$ cat src/rtl/logic_vec_sequencer_pkg.sv
// Shared types and sizing for the logic-vector sequencer: FSM states, widths
// and stock truth tables for common 3-input gates.
package logic_vec_pkg;

  typedef enum logic [1:0] {
    IDLE   = 2'd0,
    SETTLE = 2'd1,
    SAMPLE = 2'd2,
    DONE   = 2'd3
  } state_t;

  localparam int NUM_VEC  = 8;
  localparam int VEC_W    = 3;
  localparam int ERR_W    = 4;
  localparam int SETTLE_W = 4;

  // Bit k is the gate output for input vector k = {a,b,c}
  localparam logic [NUM_VEC-1:0] TT_OR3  = 8'hFE;
  localparam logic [NUM_VEC-1:0] TT_AND3 = 8'h80;
  localparam logic [NUM_VEC-1:0] TT_XOR3 = 8'h96;

endpackage

$ cat src/rtl/logic_vec_sequencer_if.sv
// Board-side bundle of the sequencer: start button, stimulus to the block
// under test, its response, and the result/status indicators.
interface logic_vec_sequencer_if;
  import logic_vec_pkg::*;

  logic               start;
  logic               y_i;
  logic               a_o;
  logic               b_o;
  logic               c_o;
  logic               busy;
  logic               done;
  logic               pass;
  logic [NUM_VEC-1:0] fail_vec;
  logic [ERR_W-1:0]   err_cnt;

  modport master (
    input  start, y_i,
    output a_o, b_o, c_o, busy, done, pass, fail_vec, err_cnt
  );

  modport slave (
    output start, y_i,
    input  a_o, b_o, c_o, busy, done, pass, fail_vec, err_cnt
  );

endinterface

$ cat src/rtl/logic_vec_sequencer_vec_settle_timer.sv
// Loadable up-counter that flags when it has reached a programmable terminal
// value; used to hold each test vector for the settle time.
module vec_settle_timer #(
  parameter int SETTLE_W = 4
) (
  input  logic                clk,
  input  logic                rst,
  input  logic                load,
  input  logic [SETTLE_W-1:0] load_val,
  input  logic                en,
  input  logic [SETTLE_W-1:0] term,
  output logic                tc
);

  logic [SETTLE_W-1:0] cnt;

  assign tc = (cnt == term);

  // Counting stops at the terminal value so a long hold can never wrap
  always_ff @(posedge clk or posedge rst) begin
    if (rst) begin
      cnt <= '0;
    end else if (load) begin
      cnt <= load_val;
    end else if (en && !tc) begin
      cnt <= cnt + SETTLE_W'(1);
    end
  end

endmodule

$ cat src/rtl/logic_vec_sequencer.sv
// Walks all 8 input vectors of a 3-input logic block, samples its output after
// a settle time and scores it against an expected truth table.
module logic_vec_sequencer
  import logic_vec_pkg::*;
#(
  parameter logic [NUM_VEC-1:0] EXPECT_TT     = TT_OR3,
  parameter int                 SETTLE_CYCLES = 2
) (
  input  logic                  clk,
  input  logic                  rst,
  logic_vec_sequencer_if.master bus
);

  localparam logic [SETTLE_W-1:0] SETTLE_TERM = SETTLE_W'(SETTLE_CYCLES - 1);
  localparam logic [VEC_W-1:0]    LAST_VEC    = VEC_W'(NUM_VEC - 1);

  state_t             state;
  logic [VEC_W-1:0]   vec;
  logic               busy_q;
  logic               done_q;
  logic               pass_q;
  logic [NUM_VEC-1:0] fail_vec_q;
  logic [ERR_W-1:0]   err_cnt_q;
  logic               tmr_load;
  logic               tmr_en;
  logic               tmr_tc;

  // The driven vector is the vector register itself, so a/b/c stay registered
  assign bus.a_o      = vec[2];
  assign bus.b_o      = vec[1];
  assign bus.c_o      = vec[0];
  assign bus.busy     = busy_q;
  assign bus.done     = done_q;
  assign bus.pass     = pass_q;
  assign bus.fail_vec = fail_vec_q;
  assign bus.err_cnt  = err_cnt_q;

  assign tmr_load = ((state == IDLE) && bus.start) ||
                    ((state == SAMPLE) && (vec != LAST_VEC));
  assign tmr_en   = (state == SETTLE);

  vec_settle_timer #(
    .SETTLE_W (SETTLE_W)
  ) u_timer (
    .clk      (clk),
    .rst      (rst),
    .load     (tmr_load),
    .load_val ('0),
    .en       (tmr_en),
    .term     (SETTLE_TERM),
    .tc       (tmr_tc)
  );

  always_ff @(posedge clk or posedge rst) begin
    if (rst) begin
      state      <= IDLE;
      vec        <= '0;
      busy_q     <= 1'b0;
      done_q     <= 1'b0;
      pass_q     <= 1'b0;
      fail_vec_q <= '0;
      err_cnt_q  <= '0;
    end else begin
      done_q <= 1'b0;
      case (state)
        IDLE: begin
          if (bus.start) begin
            fail_vec_q <= '0;
            err_cnt_q  <= '0;
            pass_q     <= 1'b0;
            vec        <= '0;
            busy_q     <= 1'b1;
            state      <= SETTLE;
          end
        end
        SETTLE: begin
          if (tmr_tc) begin
            state <= SAMPLE;
          end
        end
        SAMPLE: begin
          if (bus.y_i != EXPECT_TT[vec]) begin
            fail_vec_q[vec] <= 1'b1;
            err_cnt_q       <= err_cnt_q + ERR_W'(1);
          end
          // Exit on the last vector before any increment, so vec never wraps
          if (vec == LAST_VEC) begin
            state <= DONE;
          end else begin
            vec   <= vec + VEC_W'(1);
            state <= SETTLE;
          end
        end
        DONE: begin
          done_q <= 1'b1;
          busy_q <= 1'b0;
          pass_q <= (err_cnt_q == '0);
          state  <= IDLE;
        end
        default: state <= IDLE;
      endcase
    end
  end

endmodule

$ cat src/flat_wrapper.sv
// flat-port wrapper written by rule: the top's interface ports become plain ports
module logic_vec_sequencer_flat import logic_vec_pkg::*;
#(
  parameter logic [NUM_VEC-1:0] EXPECT_TT     = TT_OR3,
  parameter int                 SETTLE_CYCLES = 2
)
  (clk, rst, bus_start, bus_y_i, bus_a_o, bus_b_o, bus_c_o, bus_busy, bus_done, bus_pass, bus_fail_vec, bus_err_cnt);
  logic_vec_sequencer_if bus_i ();
  input  logic clk;
  input  logic rst;
  input wire logic [$bits(bus_i.start)-1:0] bus_start;
  input wire logic [$bits(bus_i.y_i)-1:0] bus_y_i;
  output wire logic [$bits(bus_i.a_o)-1:0] bus_a_o;
  output wire logic [$bits(bus_i.b_o)-1:0] bus_b_o;
  output wire logic [$bits(bus_i.c_o)-1:0] bus_c_o;
  output wire logic [$bits(bus_i.busy)-1:0] bus_busy;
  output wire logic [$bits(bus_i.done)-1:0] bus_done;
  output wire logic [$bits(bus_i.pass)-1:0] bus_pass;
  output wire logic [$bits(bus_i.fail_vec)-1:0] bus_fail_vec;
  output wire logic [$bits(bus_i.err_cnt)-1:0] bus_err_cnt;
  assign bus_i.start = bus_start;
  assign bus_i.y_i = bus_y_i;
  assign bus_a_o = bus_i.a_o;
  assign bus_b_o = bus_i.b_o;
  assign bus_c_o = bus_i.c_o;
  assign bus_busy = bus_i.busy;
  assign bus_done = bus_i.done;
  assign bus_pass = bus_i.pass;
  assign bus_fail_vec = bus_i.fail_vec;
  assign bus_err_cnt = bus_i.err_cnt;
  logic_vec_sequencer #(.EXPECT_TT(EXPECT_TT), .SETTLE_CYCLES(SETTLE_CYCLES)) u_core (.clk(clk), .rst(rst), .bus(bus_i));
endmodule
$ cat config.mk
export PLATFORM = sky130hd
export DESIGN_NAME = logic_vec_sequencer_flat
export DESIGN_NICKNAME = d
export VERILOG_FILES = /design/src/rtl/logic_vec_sequencer_pkg.sv /design/src/rtl/logic_vec_sequencer_if.sv /design/src/rtl/logic_vec_sequencer_vec_settle_timer.sv /design/src/rtl/logic_vec_sequencer.sv /design/src/flat_wrapper.sv
export SDC_FILE = /design/constraint.sdc
export NUM_CORES = 1
export LEC_CHECK = 0
export CORE_ASPECT_RATIO = 1.1
export CORE_MARGIN = 2
export CORE_UTILIZATION = 49
export CTS_BUF_LIST = sky130_fd_sc_hd__clkbuf_4 sky130_fd_sc_hd__clkbuf_8
export CTS_CLUSTER_SIZE = 24
export DETAILED_ROUTE_END_ITERATION = 10
export PLACE_DENSITY = 0.77
export REMOVE_ABC_BUFFERS = 1
export SETUP_SLACK_MARGIN = 0.5
export SLEW_MARGIN = 25
export SYNTH_ARGS = -nofsm -noshare
export SYNTH_HDL_FRONTEND = slang
export SYNTH_HIERARCHICAL = 1
export SYNTH_SLANG_ARGS = --single-unit
$ cat constraint.sdc
create_clock -name clk -period 2.1 [get_ports clk]
set_input_delay 0.21 -clock clk [delete_from_list [all_inputs] [get_ports clk]]
set_output_delay 0.21 -clock clk [all_outputs]
set_load 0.05 [all_outputs]
# Word-level counts from Yosys, hierarchy flattened
# Memories as Yosys holds them, arrays and structs flattened.
# Cells that the tools add are included.
[word_totals]
ff_bits = 24
latch_bits = 0
mem_bits_rw = 0
romBits = 8
inputBits = 4
out_inout_bits = 18
elab_cells = 64
mem_count = 1
[op_classes]
add_sub_neg = 3
mul = 0
n_div = 0
n_lt_le_gt_ge = 2
n_eq_ne = 11
shift = 0
mux = 23
bitwise_logic = 1
n_reduce_logical = 15
[memory_table]
columns = ["memory", "words", "word_bits", "rd", "rd_ports_with_merged_regs", "write_ports", "line_no", "rtl"]
rows = [
  ["(name not given)", 8, 1, 1, 0, 0, "logic_vec_sequencer.sv:82", "if (bus.y_i != EXPECT_TT[vec]) begin"],
]
[op_table]
columns = ["op", "n"]
rows = [
  ["two-way mux 4 bit", 4],
  ["two-way mux 8 bit", 2],
  ["case mux 8 bit (2 select lines)", 1],
  ["adder 4 x 1 -> 4 bit, second input constant", 2],
  ["bitwise OR 8 bit", 1],
  ["case mux 2 bit (4 select lines)", 1],
  ["case mux 4 bit (2 select lines)", 1],
  ["two-way mux 2 bit", 3],
  ["two-way mux 3 bit", 2],
  ["!= test 2 bit, second input constant", 3],
  ["case mux 3 bit (2 select lines)", 1],
  ["AND reduction 3 bit", 2],
  ["nonzero test 2 bit", 3],
  ["two-way mux 1 bit", 5],
  ["equality test 2 bit, second input constant", 2],
  ["equality test 4 x 1 -> 1 bit, second input constant", 1],
  ["logical AND 1 bit", 4],
  ["logical NOT 4 bit", 1],
  ["less-than comparator 3 x 4 -> 1 bit, second input constant", 1],
  ["case mux 1 bit (2 select lines)", 2],
  ["AND reduction 2 bit", 2],
  ["adder 3 x 1 -> 3 bit, second input constant", 1],
  ["demux 1 bit (select 3 bit)", 1],
  ["equality test 3 bit, second input constant", 1],
  ["other kinds (8)", 8],
]

# Longest topological paths before layout
# Gate-level depths: netlist of run 1.
[logic_depth]
ltp_word = 7
ltp_mapped = 9
mapped_depth_nobuf = 8

# By module
# Netlist of run 1, hierarchy kept.
[modules_own_cells]
columns = ["mod", "n_inst", "cells_per_inst", "area_each_um2", "seq_area_each_um2"]
rows = [
  ["logic_vec_sequencer", 1, 99, 997.2, 500.5],
  ["vec_settle_timer", 1, 32, 336.6, 100.1],
]

# Least setup slack after synthesis of run 1
# Ideal clock, no wire load.
[synth_path]
kind = "reg-to-reg"
from = "register u_core.vec[0]"
to = "register u_core.u_timer.cnt[3]"
setup_time_ns = 0.069
t_arrival_ns = 2.248
required_ns = 2.031
path_slack_ns = -0.216
path_stages_with_launch = 10
path_buffers = 1
period_less_slack_ns = 2.316
cell_sequence = "dfrtp_1 -> ha_1 -> ha_1 -> inv_1 -> mux2i_1 -> nor2_1 -> buf_2 -> or3_1 -> or3_1 -> nand3_1"
[synth_between]
elab_chain_cells = 4
word_cells_on_any_way = 5
cone_classes = "eq/ne (1); mux (1); reduce/logical (3)"
[synth_rtl]
columns = ["element", "line_no", "rtl"]
rows = [
  ["from (decl)", "logic_vec_sequencer.sv:18", "logic [VEC_W-1:0] vec;"],
  ["from (signal assigned)", "logic_vec_sequencer.sv:90", "vec <= vec + VEC_W'(1);"],
  ["!= test 3 bit (*)", "logic_vec_sequencer.sv:39", "((state == SAMPLE) && (vec != LAST_VEC));"],
  ["logical AND 1 bit (*)", "logic_vec_sequencer.sv:39", ""],
  ["logical OR 1 bit (*)", "logic_vec_sequencer.sv:38", "assign tmr_load = ((state == IDLE) && bus.start) ||"],
  ["net u_core.tmr_load", "logic_vec_sequencer.sv:24", "logic tmr_load;"],
  ["two-way mux 4 bit / nonzero test 2 bit (equally long branches)", "--", ""],
  ["to (signal assigned)", "logic_vec_sequencer_vec_settle_timer.sv:24", "cnt <= load_val;"],
  ["to (signal assigned)", "logic_vec_sequencer_vec_settle_timer.sv:26", "cnt <= cnt + SETTLE_W'(1);"],
  ["to (decl)", "logic_vec_sequencer_vec_settle_timer.sv:15", "logic [SETTLE_W-1:0] cnt;"],
]
# The timed path passes the listed nets; every way through them passes the cells marked *.
# A chain may end at the register's enable or synchronous reset.

# Worst setup path in the final report of run 1
[layout_path]
from = "register u_core.vec[1]"
to = "register u_core.err_cnt_q[0], in the netlist u_core/bus.err_cnt[0]"
[layout_between]
elab_chain_cells = 5
[layout_rtl]
columns = ["element", "line_no", "rtl"]
rows = [
  ["memory read (8 x 1 bit)", "--", ""],
  ["two-way mux 1 bit (not written as such)", "logic_vec_sequencer.sv:82", ""],
  ["!= test 1 bit", "logic_vec_sequencer.sv:82", ""],
  ["!= test 2 bit (no line)", "--", ""],
  ["AND reduction 3 bit (no line)", "--", ""],
  ["to (signal assigned)", "logic_vec_sequencer.sv:84", "err_cnt_q <= err_cnt_q + ERR_W'(1);"],
  ["to (decl)", "logic_vec_sequencer.sv:23", "logic [ERR_W-1:0] err_cnt_q;"],
]
# Every way passes these cells. The select of a mux whose other input is x is not followed.

==> run_results.csv, run 1 <==
group,metric,value,unit
clocking,clock-root-buffer,"clkbuf_4",
layout,final.fill_count,165,
critical_path,worstPathRequired,2.33,ns
synth,avgSynthCellArea,10.2,sq um
layout,layout_commonest_cell,"dfrtp_1",
global_route,grt_antenna_before_repair,0,
global_route,grt_max_degree,21,
placed_design,gp_congestion,0.807,
synth,synth_cell_types,41,
critical_path,crit_path_max_incr_delay,0.43,ns
layout,postLayoutCellArea,1870,sq um
critical_path,critical_path.cell_chain,"buf_6 -> inv_6 -> ha_4 -> nor2b_4 -> xnor2_2 -> mux2_4 -> a22o_1",
timing,achievable-frequency,583,MHz
placed_design,place_hpwl,2170,um
global_route,grt_pass1_wl,4790,um
critical_path,end_kind,"flop",
timing,whs,0.0761,ns
power_and_ir_drop,leakage,0.000926,uW
critical_path,path_class,"reg2reg",
clocking,cts_made_buffers,3,
floorplan,fp.dieH,58.7,um
timing,hold_violations,0,
global_route,grt_pass1_vias,1079,
critical_path,reg2reg_slack,0.39,ns
detailed_routing,wl_met2,1850,um
detailed_routing,maxUsedRoutingLayer,"met4",
critical_path,reg2reg_depth,7,
detailed_routing,met1_length,1400,um
timing,relSlewSlack,47.5,%
floorplan,dieArea,3160,sq um
clocking,cts.sinks,24,
global_route,grt.overflow.total,0,
floorplan,die_w,53.7,um
clocking,clk_path_buf_depth,2,
timing,maxSlewViolCount,0,
critical_path,r2r-end,"u_core/bus.err_cnt[0]",
detailed_routing,drc,0,
global_route,grt_util_all_layers,20.8,%
detailed_routing,wl_met3,222,um
timing,period_minus_slack,1.71,ns
worst_hold_path,worstHoldPathType,"in2async",
floorplan,core,2540,sq um
power_and_ir_drop,cellPowerDensity,1150,nW/um^2
critical_path,r2r-start,"u_core/vec[1]",
timing,skew,0.0158,ns
detailed_routing,avgRoutedWirePerCell,16.7,um
timing,max_slew.worst_pin.slew,0.787,ns
layout,final_layout_size_suffix_gt1_share,30.9,%
clocking,worst_skew_pair.late_latency,0.32,ns
run,drv_cap,0,
power_and_ir_drop,ir_worst_vdd,1.05,mV
critical_path,crit_fanout,7,
floorplan,io_pins,22,
outcome,outcome,"complete, no violations",
placed_design,placed_area,1630,sq um
timing,fin_crit_sh,81.6,%
critical_path,cp_top_family,"flip-flops",
detailed_routing,ant_nets,0,
detailed_routing,postRouteWirelength,3490,um
critical_path,start_kind,"flop",
layout,final_cell_mix,"dfrtp_1, buf_4, nand2_1",
layout,final_util,73.7,%
synth,yosysSeqAreaShare,45.0,%
layout,nets,189,
detailed_routing,firstDrtPassIters,4,
clocking,h-tree-depth,1,
timing,setup_violations,0,
synth,netlist_area,1330,sq um
clocking,cts_tree,"done",
placed_design,port_buffers,21,
critical_path,critPathSlowestCell,"dfrtp_1",
detailed_routing,via_per_inst,5.71,
synth,synth_cells,131,
layout,area_growth,40.5,%
detailed_routing,vias,1193,
floorplan,start_util,52.4,%
clocking,hold_buffers,0,
critical_path,arrival,1.94,ns
critical_path,crit_buf_inv,2,
layout,antennaDiodeCount,0,
detailed_routing,drtIter0Drc,58,
clocking,clk_pin_slew_worst_paths,0.14,ns
synth,ys_seq_elements,24,
floorplan,rows,19,
timing,rsz0062_at_grt,"true",
synth,ys_warn_count,6,
[cell families (layout without fill, tap and decap cells)]
family | Yosys count | count (layout) | share of synthesized area, %
AOI/OAI and AO/OA | 29 | 29 | 17.0
adders and majority gates | 6 | 6 | 5.63
xor gates and xnor gates | 8 | 8 | 7.50
other | 2 | 8 | 0.563
muxes | 3 | 3 | 2.44
DFF | 24 | 24 | 45.0
and+or+nand+nor | 46 | 46 | 18.0
buffers and inverters | 13 | 54 | 3.85
[stage by stage]
stage	worst slack, ns	power [uW]	setup TNS (ns)	instances
after floorplan	-0.156	1340	-0.182	134
after global placement	0.265	1580	0	191
after detailed placement	0.162	1630	0	191
after CTS	0.274	1950	0	200
after global routing	0.310	2260	0	209
final	0.386	2150	0	209
[what timing repair did]
action                     in CTS  in global routing
setup buffers                   5                  9
gates resized for setup        34                 29
setup endpoints to repair      30                 21
pin swaps                       2                 10
[layer usage]
metal  up-vias  global-route usage [%]
li1        542                       -
met1       591                    25.5
met2        56                    36.8
met3         4                    2.28
met4         0                    7.69
met5         -                       0
[worst register-to-register path: cells and delay by family, from the launching register on]
kind	cells	cell delay [ns]
DFF	1	0.43
muxes	1	0.33
xor gates and xnor gates	1	0.21
buffers and inverters	2	0.20
AOI/OAI and AO/OA	1	0.19
adders and majority gates	1	0.15
and+or+nand+nor	1	0.12
[how the worst max path moves through the flow]
stage	startpoint	end	slack [ns]	cells past startpoint
floorplan	u_core/vec[0]	u_core/u_timer/cnt[3]	-0.16	8
global placement	u_core/vec[1]	u_core/u_timer/cnt[3]	0.26	8
detailed placement	u_core/vec[1]	u_core/u_timer/cnt[3]	0.16	8
CTS	u_core/vec[1]	u_core/u_timer/cnt[3]	0.27	8
global route	u_core/state[1]	u_core/u_timer/cnt[3]	0.31	6
finish	u_core/vec[1]	u_core/bus.err_cnt[0]	0.39	7
[sequential cells by signal, summed over array words and instances, names as in the netlist]
register,count
u_core/bus.busy,1
u_core/state,2
u_core/bus.fail_vec,8
u_core/bus.err_cnt,4
u_core/bus.done,1
u_core/u_timer/cnt,4
u_core/bus.pass,1
u_core/vec,3
[synth_stat cells]
library cell | instances | area [sq um]
mux2_2 | 1 | 11.3
nor3b_1 | 1 | 7.51
nor3_1 | 3 | 15.0
nor2_1 | 12 | 45.0
and2_1 | 1 | 6.26
a41o_1 | 1 | 10.0
nand4b_1 | 1 | 8.76
a22oi_1 | 1 | 7.51
a22o_1 | 8 | 70.1
nand2b_1 | 2 | 12.5
a31oi_1 | 1 | 6.26
or2_0 | 1 | 6.26
nor4b_1 | 1 | 8.76
and3_1 | 1 | 6.26
conb_1 | 2 | 7.51
o41ai_2 | 1 | 16.3
inv_1 | 10 | 37.5
nand2_1 | 13 | 48.8
nand3_1 | 4 | 20.0
a221o_1 | 1 | 10.0
mux2_1 | 1 | 11.3
a32o_1 | 2 | 20.0
xnor2_2 | 1 | 16.3
nor2b_2 | 1 | 8.76
ha_1 | 6 | 75.1
nor4_4 | 1 | 21.3
xor2_2 | 3 | 48.8
a211o_1 | 1 | 8.76
o41ai_1 | 1 | 8.76
a21oi_1 | 4 | 20.0
clkbuf_1 | 1 | 3.75
o21bai_2 | 1 | 11.3
xor2_1 | 4 | 35.0
o211ai_1 | 1 | 7.51
nor2b_1 | 2 | 12.5
mux2i_1 | 1 | 10.0
buf_2 | 2 | 10.0
o21ai_1 | 1 | 5.00
o21ai_0 | 5 | 25.0
or3_1 | 2 | 12.5
dfrtp_1 | 24 | 601
[area by class of cell]
class / count / area [sq um] / area share (%)
clock buffers: 4 / 36.3 / 1.94
inverters: 10 / 47.5 / 2.54
multi-input cells: 100 / 813 / 43.4
flip-flops and latches: 24 / 604 / 32.2
well taps: 31 / 38.8 / 2.07
repair buffers: 40 / 334 / 17.8
[where the power goes]
| group | internal [uW] | switching [uW] |
|---|---|---|
| Clock | 106 | 143 |
| Sequential | 561 | 145 |
| Combinational | 530 | 666 |
Note: power is estimated with default switching activity, not from simulation.
==> inputs of run 2 (changes only) <==
--- a/config.mk
+++ b/config.mk
@@ -7,11 +7,11 @@
 export LEC_CHECK = 0
 export CORE_ASPECT_RATIO = 1.1
 export CORE_MARGIN = 2
-export CORE_UTILIZATION = 49
+export CORE_UTILIZATION = 50
 export CTS_BUF_LIST = sky130_fd_sc_hd__clkbuf_4 sky130_fd_sc_hd__clkbuf_8
 export CTS_CLUSTER_SIZE = 24
 export DETAILED_ROUTE_END_ITERATION = 10
-export PLACE_DENSITY = 0.77
+export PLACE_DENSITY = 0.76
 export REMOVE_ABC_BUFFERS = 1
 export SETUP_SLACK_MARGIN = 0.5
 export SLEW_MARGIN = 25
==> constraint.sdc (replaced) <==
create_clock -name clk -period 1.8 [get_ports clk]
set_input_delay 0.18 -clock clk [delete_from_list [all_inputs] [get_ports clk]]
set_output_delay 0.18 -clock clk [all_outputs]
set_load 0.05 [all_outputs]
==> run_results.csv, run 2 (same netlist as run 1, synthesis figures left out) <==
group,metric,value,unit
detailed_routing,avgRoutedWirePerCell,18.8,um
detailed_routing,via_per_inst,5.67,
timing,fin_crit_sh,102,%
critical_path,path_class,"reg2reg",
detailed_routing,ant_nets,0,
timing,period_minus_slack,1.83,ns
critical_path,end_kind,"flop",
layout,area_growth,52.8,%
detailed_routing,firstDrtPassIters,5,
power_and_ir_drop,ir_worst_vdd,0.941,mV
power_and_ir_drop,leakage,0.000966,uW
global_route,grt_pass1_vias,1150,
clocking,clock-root-buffer,"clkbuf_4",
clocking,hold_buffers,0,
placed_design,dpl.cell_count,197,
detailed_routing,drtIter0Drc,50,
placed_design,port_buffers,21,
floorplan,die_w,53.2,um
timing,max_slew.worst_pin.slew,0.595,ns
layout,final_cell_mix,"buf_4, dfrtp_1, nand2_1",
timing,rsz0062_at_grt,"true",
layout,final_cells,217,
global_route,grt-busiest-layer,"met2",
run,drv_cap,0,
critical_path,arrival,2.05,ns
floorplan,rows,19,
global_route,grt_max_degree,21,
layout,largest_reg_flops,8,
critical_path,r2r-start,"u_core/vec[0]",
layout,layout_commonest_cell,"buf_4",
timing,setup_violations,2,
detailed_routing,vias,1230,
timing,hold_violations,0,
critical_path,crit_fanout,6,
timing,relSlewSlack,60.2,%
critical_path,r2r-end,"u_core/bus.err_cnt[2]",
floorplan,fp.dieH,58.2,um
global_route,met1_usage,30.6,%
power_and_ir_drop,intPower,1630,uW
global_route,grt_util_all_layers,23.6,%
layout,nets,197,
global_route,grt_util_met3,3.09,%
timing,maxSlewViolCount,0,
power_and_ir_drop,p_comb_share,57.7,%
global_route,use_met2,39.7,%
global_route,grt_antenna_before_repair,0,
global_route,grt.overflow.total,0,
floorplan,start_util,52.9,%
clocking,cts_made_buffers,3,
clocking,h-tree-depth,1,
power_and_ir_drop,p_sw,1220,uW
outcome,outcome,"finished with violations",
power_and_ir_drop,seq_power_share,28.3,%
timing,skew,0.00281,ns
clocking,cts.sinks,24,
global_route,grt_pass1_wl,5330,um
detailed_routing,drc,0,
clocking,clk_pin_slew_worst_paths,0.14,ns
placed_design,pre_cts_ws,-0.00737,ns
placed_design,gp_congestion,0.785,
power_and_ir_drop,switching_share,42.9,%
floorplan,io_pins,22,
power_and_ir_drop,p_clk_share,14.0,%
power_and_ir_drop,total_power,2850,uW
timing,achievable-frequency,546,MHz
clocking,worst_skew_pair.late_latency,0.32,ns
timing,layout_setup_ws,-0.0311,ns
clocking,cts_tree,"done",
outcome,violations,"negative setup slack",
power_and_ir_drop,cellPowerDensity,1400,nW/um^2
critical_path,reg2reg_depth,9,
critical_path,worstPathRequired,2.02,ns
placed_design,place_hpwl,2200,um
floorplan,core,2520,sq um
critical_path,start_kind,"flop",
floorplan,dieArea,3100,sq um
clocking,clk_path_buf_depth,2,
layout,antennaDiodeCount,0,
worst_hold_path,worstHoldPathType,"in2async",
layout,final_layout_size_suffix_gt1_share,44.6,%
detailed_routing,postRouteWirelength,4070,um
critical_path,reg2reg_slack,-0.03,ns
[run 2: what timing repair did]
action	in CTS	in global routing
endpoints found under the hold margin	0	0
gates resized for setup	67	32
setup endpoints to repair	35	27
pin swaps	12	6
buffers inserted	10	6
[run 2: layer usage]
| metal | part of all wire [%] | routed length (um) |
|---|---|---|
| met1 | 40 | 1640 |
| met2 | 53 | 2150 |
| met3 | 4.6 | 188 |
| met4 | 2.5 | 102 |
| met5 | 0 | 0 |
[run 2: stage by stage]
| stage | util, % | hold WS (ns) | TNS (ns) | cell area [sq um] |
|---|---|---|---|---|
| floorplan | - | -0.0539 | -1.42 | 1340 |
| global placement | 65.9 | 0.409 | 0 | 1660 |
| detailed placement | 65.9 | 0.413 | -0.00737 | 1660 |
| CTS | 74.2 | 0.0513 | 0 | 1870 |
| global route | 80.9 | 0.0690 | -0.206 | 2040 |
| finish | 80.9 | 0.0561 | -0.0569 | 2040 |
[run 2: worst max-delay path, stage by stage (launching register included)]
cell	delay, ns
dfrtp_1	0.42
buf_4	0.14
buf_6	0.11
inv_4	0.06
ha_4	0.12
nor2b_4	0.18
xnor2_2	0.16
buf_4	0.19
a21oi_1	0.07
a211o_1	0.28
[run 2: worst max-delay path by stage]
| stage | slack (ns) | start | endpoint | depth (start not counted) |
|---|---|---|---|---|
| after floorplan | -0.46 | u_core/vec[0] | u_core/u_timer/cnt[3] | 8 |
| after global placement | 0.07 | bus_start | u_core/u_timer/cnt[3] | 6 |
| after detailed placement | -0.007 | u_core/vec[0] | u_core/u_timer/cnt[3] | 8 |
| after CTS | 0.08 | u_core/vec[0] | u_core/bus.err_cnt[2] | 9 |
| after global routing | -0.08 | u_core/vec[0] | u_core/bus.err_cnt[2] | 9 |
| final | -0.03 | u_core/vec[0] | u_core/bus.err_cnt[2] | 9 |
[run 2: final cells by class]
class	count	area, sq um
timing repair buffer	48	463
fill	142	482
sequential	24	607
clock inverter	1	30.0
inverter	10	42.5
clock buffer	3	22.5
tap	31	38.8
multi-input combinational	100	835
[run 2: power by group through the flow]
stage	clock (uW)	combinational [uW]	sequential, uW
after floorplan	0	601	968
after global placement	0	1070	803
after detailed placement	0	1100	810
after CTS	404	1310	799
after global routing	423	1730	821
final	398	1640	807
==> inputs of run 3 (changes only) <==
--- a/config.mk
+++ b/config.mk
@@ -14,6 +14,7 @@
 export PLACE_DENSITY = 0.76
 export REMOVE_ABC_BUFFERS = 1
 export SETUP_SLACK_MARGIN = 0.5
+export SKIP_CTS_REPAIR_TIMING = 1
 export SLEW_MARGIN = 25
 export SYNTH_ARGS = -nofsm -noshare
 export SYNTH_HDL_FRONTEND = slang
==> run_results.csv, run 3 (same netlist as run 1, synthesis figures left out) <==
group,metric,value,unit
critical_path,r2r-start,"u_core/vec[0]",
detailed_routing,ant_nets,0,
clocking,cts_tree,"done",
placed_design,placed_area,1660,sq um
clocking,cts_made_buffers,3,
detailed_routing,met1_length,1430,um
global_route,grt_max_degree,21,
critical_path,end_kind,"flop",
timing,achievable-frequency,570,MHz
floorplan,die_w,53.2,um
power_and_ir_drop,ir_worst_vdd,0.806,mV
detailed_routing,drc,0,
layout,nets,188,
detailed_routing,wl_met2,1810,um
critical_path,r2r-end,"u_core/u_timer/cnt[3]",
placed_design,pre_cts_ws,-0.00737,ns
power_and_ir_drop,switching_share,42.6,%
layout,largest_reg_flops,8,
detailed_routing,wl_met3,141,um
power_and_ir_drop,intPower,1500,uW
detailed_routing,drtIter0Drc,41,
detailed_routing,maxUsedRoutingLayer,"met4",
power_and_ir_drop,p_comb_share,54.1,%
layout,layout_commonest_cell,"dfrtp_1",
critical_path,arrival,2.02,ns
layout,final_util,73.9,%
critical_path,cpMostUsedCell,"or3_1",
critical_path,critPathSlowestCell,"dfrtp_1",
timing,fin_tns_setup,0,ns
global_route,grt_pass1_wl,4940,um
global_route,grt_antenna_before_repair,0,
placed_design,gp_congestion,0.785,
layout,postLayoutCellArea,1860,sq um
critical_path,critical_path.cell_chain,"ha_2 -> ha_4 -> inv_2 -> mux2i_1 -> nor2_2 -> or3_1 -> or3_1 -> nand3_1",
global_route,grt_pass1_vias,1073,
detailed_routing,vias,1150,
worst_hold_path,worstHoldPathType,"in2async",
clocking,h-tree-depth,1,
layout,final_layout_size_suffix_gt1_share,39.0,%
timing,setup_violations,0,
detailed_routing,firstDrtPassIters,4,
layout,final.fill_count,185,
detailed_routing,avgRoutedWirePerCell,16.4,um
critical_path,worstPathRequired,2.07,ns
clocking,cts.sinks,24,
outcome,outcome,"complete, no violations",
layout,area_growth,39.6,%
critical_path,critPathCapture,"u_core/u_timer/cnt[3]",
critical_path,crit_fanout,7,
clocking,clk_path_buf_depth,2,
floorplan,io_pins,22,
critical_path,critPathLaunch,"u_core/vec[0]",
clocking,clk_pin_slew_worst_paths,0.14,ns
floorplan,rows,19,
clocking,worst_skew_pair.late_latency,0.32,ns
placed_design,place_hpwl,2200,um
power_and_ir_drop,leakage,0.000926,uW
run,drv_cap,0,
power_and_ir_drop,p_clk_share,15.1,%
layout,antennaDiodeCount,0,
power_and_ir_drop,p_sw,1120,uW
power_and_ir_drop,cellPowerDensity,1410,nW/um^2
timing,fin_crit_sh,97.4,%
critical_path,crit_path_max_incr_delay,0.38,ns
critical_path,reg2reg_depth,8,
layout,final_cell_mix,"dfrtp_1, buf_4, nand2_1",
floorplan,dieArea,3100,sq um
timing,layout_setup_ws,0.0468,ns
critical_path,path_class,"reg2reg",
timing,hold_violations,0,
critical_path,reg2reg_slack,0.05,ns
floorplan,fp.dieH,58.2,um
clocking,clock-root-buffer,"clkbuf_4",
global_route,grt_util_all_layers,21.7,%
power_and_ir_drop,seq_power_share,30.8,%
timing,period_minus_slack,1.75,ns
floorplan,start_util,52.9,%
placed_design,port_buffers,21,
timing,maxSlewViolCount,0,
floorplan,core,2520,sq um
timing,skew,0.00303,ns
timing,whs,0.0487,ns
global_route,grt.overflow.total,0,
detailed_routing,postRouteWirelength,3410,um
timing,rsz0062_at_grt,"true",
detailed_routing,via_per_inst,5.53,
critical_path,start_kind,"flop",
[run 3: area by class of cell]
| cell class | count | area [sq um] | area share (%) |
|---|---|---|---|
| inverter | 10 | 37.5 | 2.02 |
| sequential | 24 | 604 | 32.5 |
| clock buffer | 3 | 22.5 | 1.21 |
| timing repair buffer | 39 | 298 | 16.0 |
| tap | 31 | 38.8 | 2.08 |
| clock inverter | 1 | 30.0 | 1.61 |
| multi-input combinational | 100 | 831 | 44.6 |
[run 3: metal layers]
| metal | vias to the layer above | GRT usage, % |
|---|---|---|
| met5 | - | 0 |
| met4 | 0 | 6.59 |
| met3 | 4 | 2.32 |
| met2 | 32 | 37.0 |
| met1 | 563 | 28.6 |
| li1 | 551 | - |
[run 3: through the flow]
stage          std cells  total power (uW)
3_3_place_gp         197              1870
4_1_cts              201              2310
6_report             208              2620
5_1_grt              208              2780
3_5_place_dp         197              1910
2_1_floorplan        134              1570
[run 3: worst min path at each step]
stage / start / to / slack [ns] / cells past startpoint
3_3_place_gp: rst / u_core/u_timer/cnt[0] / 0.41 / 2
6_report: rst / u_core/u_timer/cnt[0] / 0.05 / 2
2_1_floorplan: rst / u_core/u_timer/cnt[0] / -0.05 / 1
5_1_grt: rst / u_core/u_timer/cnt[0] / 0.05 / 2
3_5_place_dp: rst / u_core/u_timer/cnt[0] / 0.41 / 2
4_1_cts: rst / u_core/u_timer/cnt[0] / 0.05 / 2
[run 3: worst max-delay path, delay by kind of cell (launching register included)]
family	cells	cell delay (ns)
AND/OR/NAND/NOR	4	0.81
flip-flops	1	0.38
adder cells (fa/ha/maj)	2	0.32
multiplexers	1	0.15
buffers and inverters	1	0.03
[run 3: power by group through the flow]
stage	registers [uW]	clock network (uW)	logic (uW)
final	807	396	1420
after detailed placement	810	0	1100
after floorplan	968	0	601
after CTS	798	404	1110
after global placement	803	0	1070
after global routing	822	429	1530
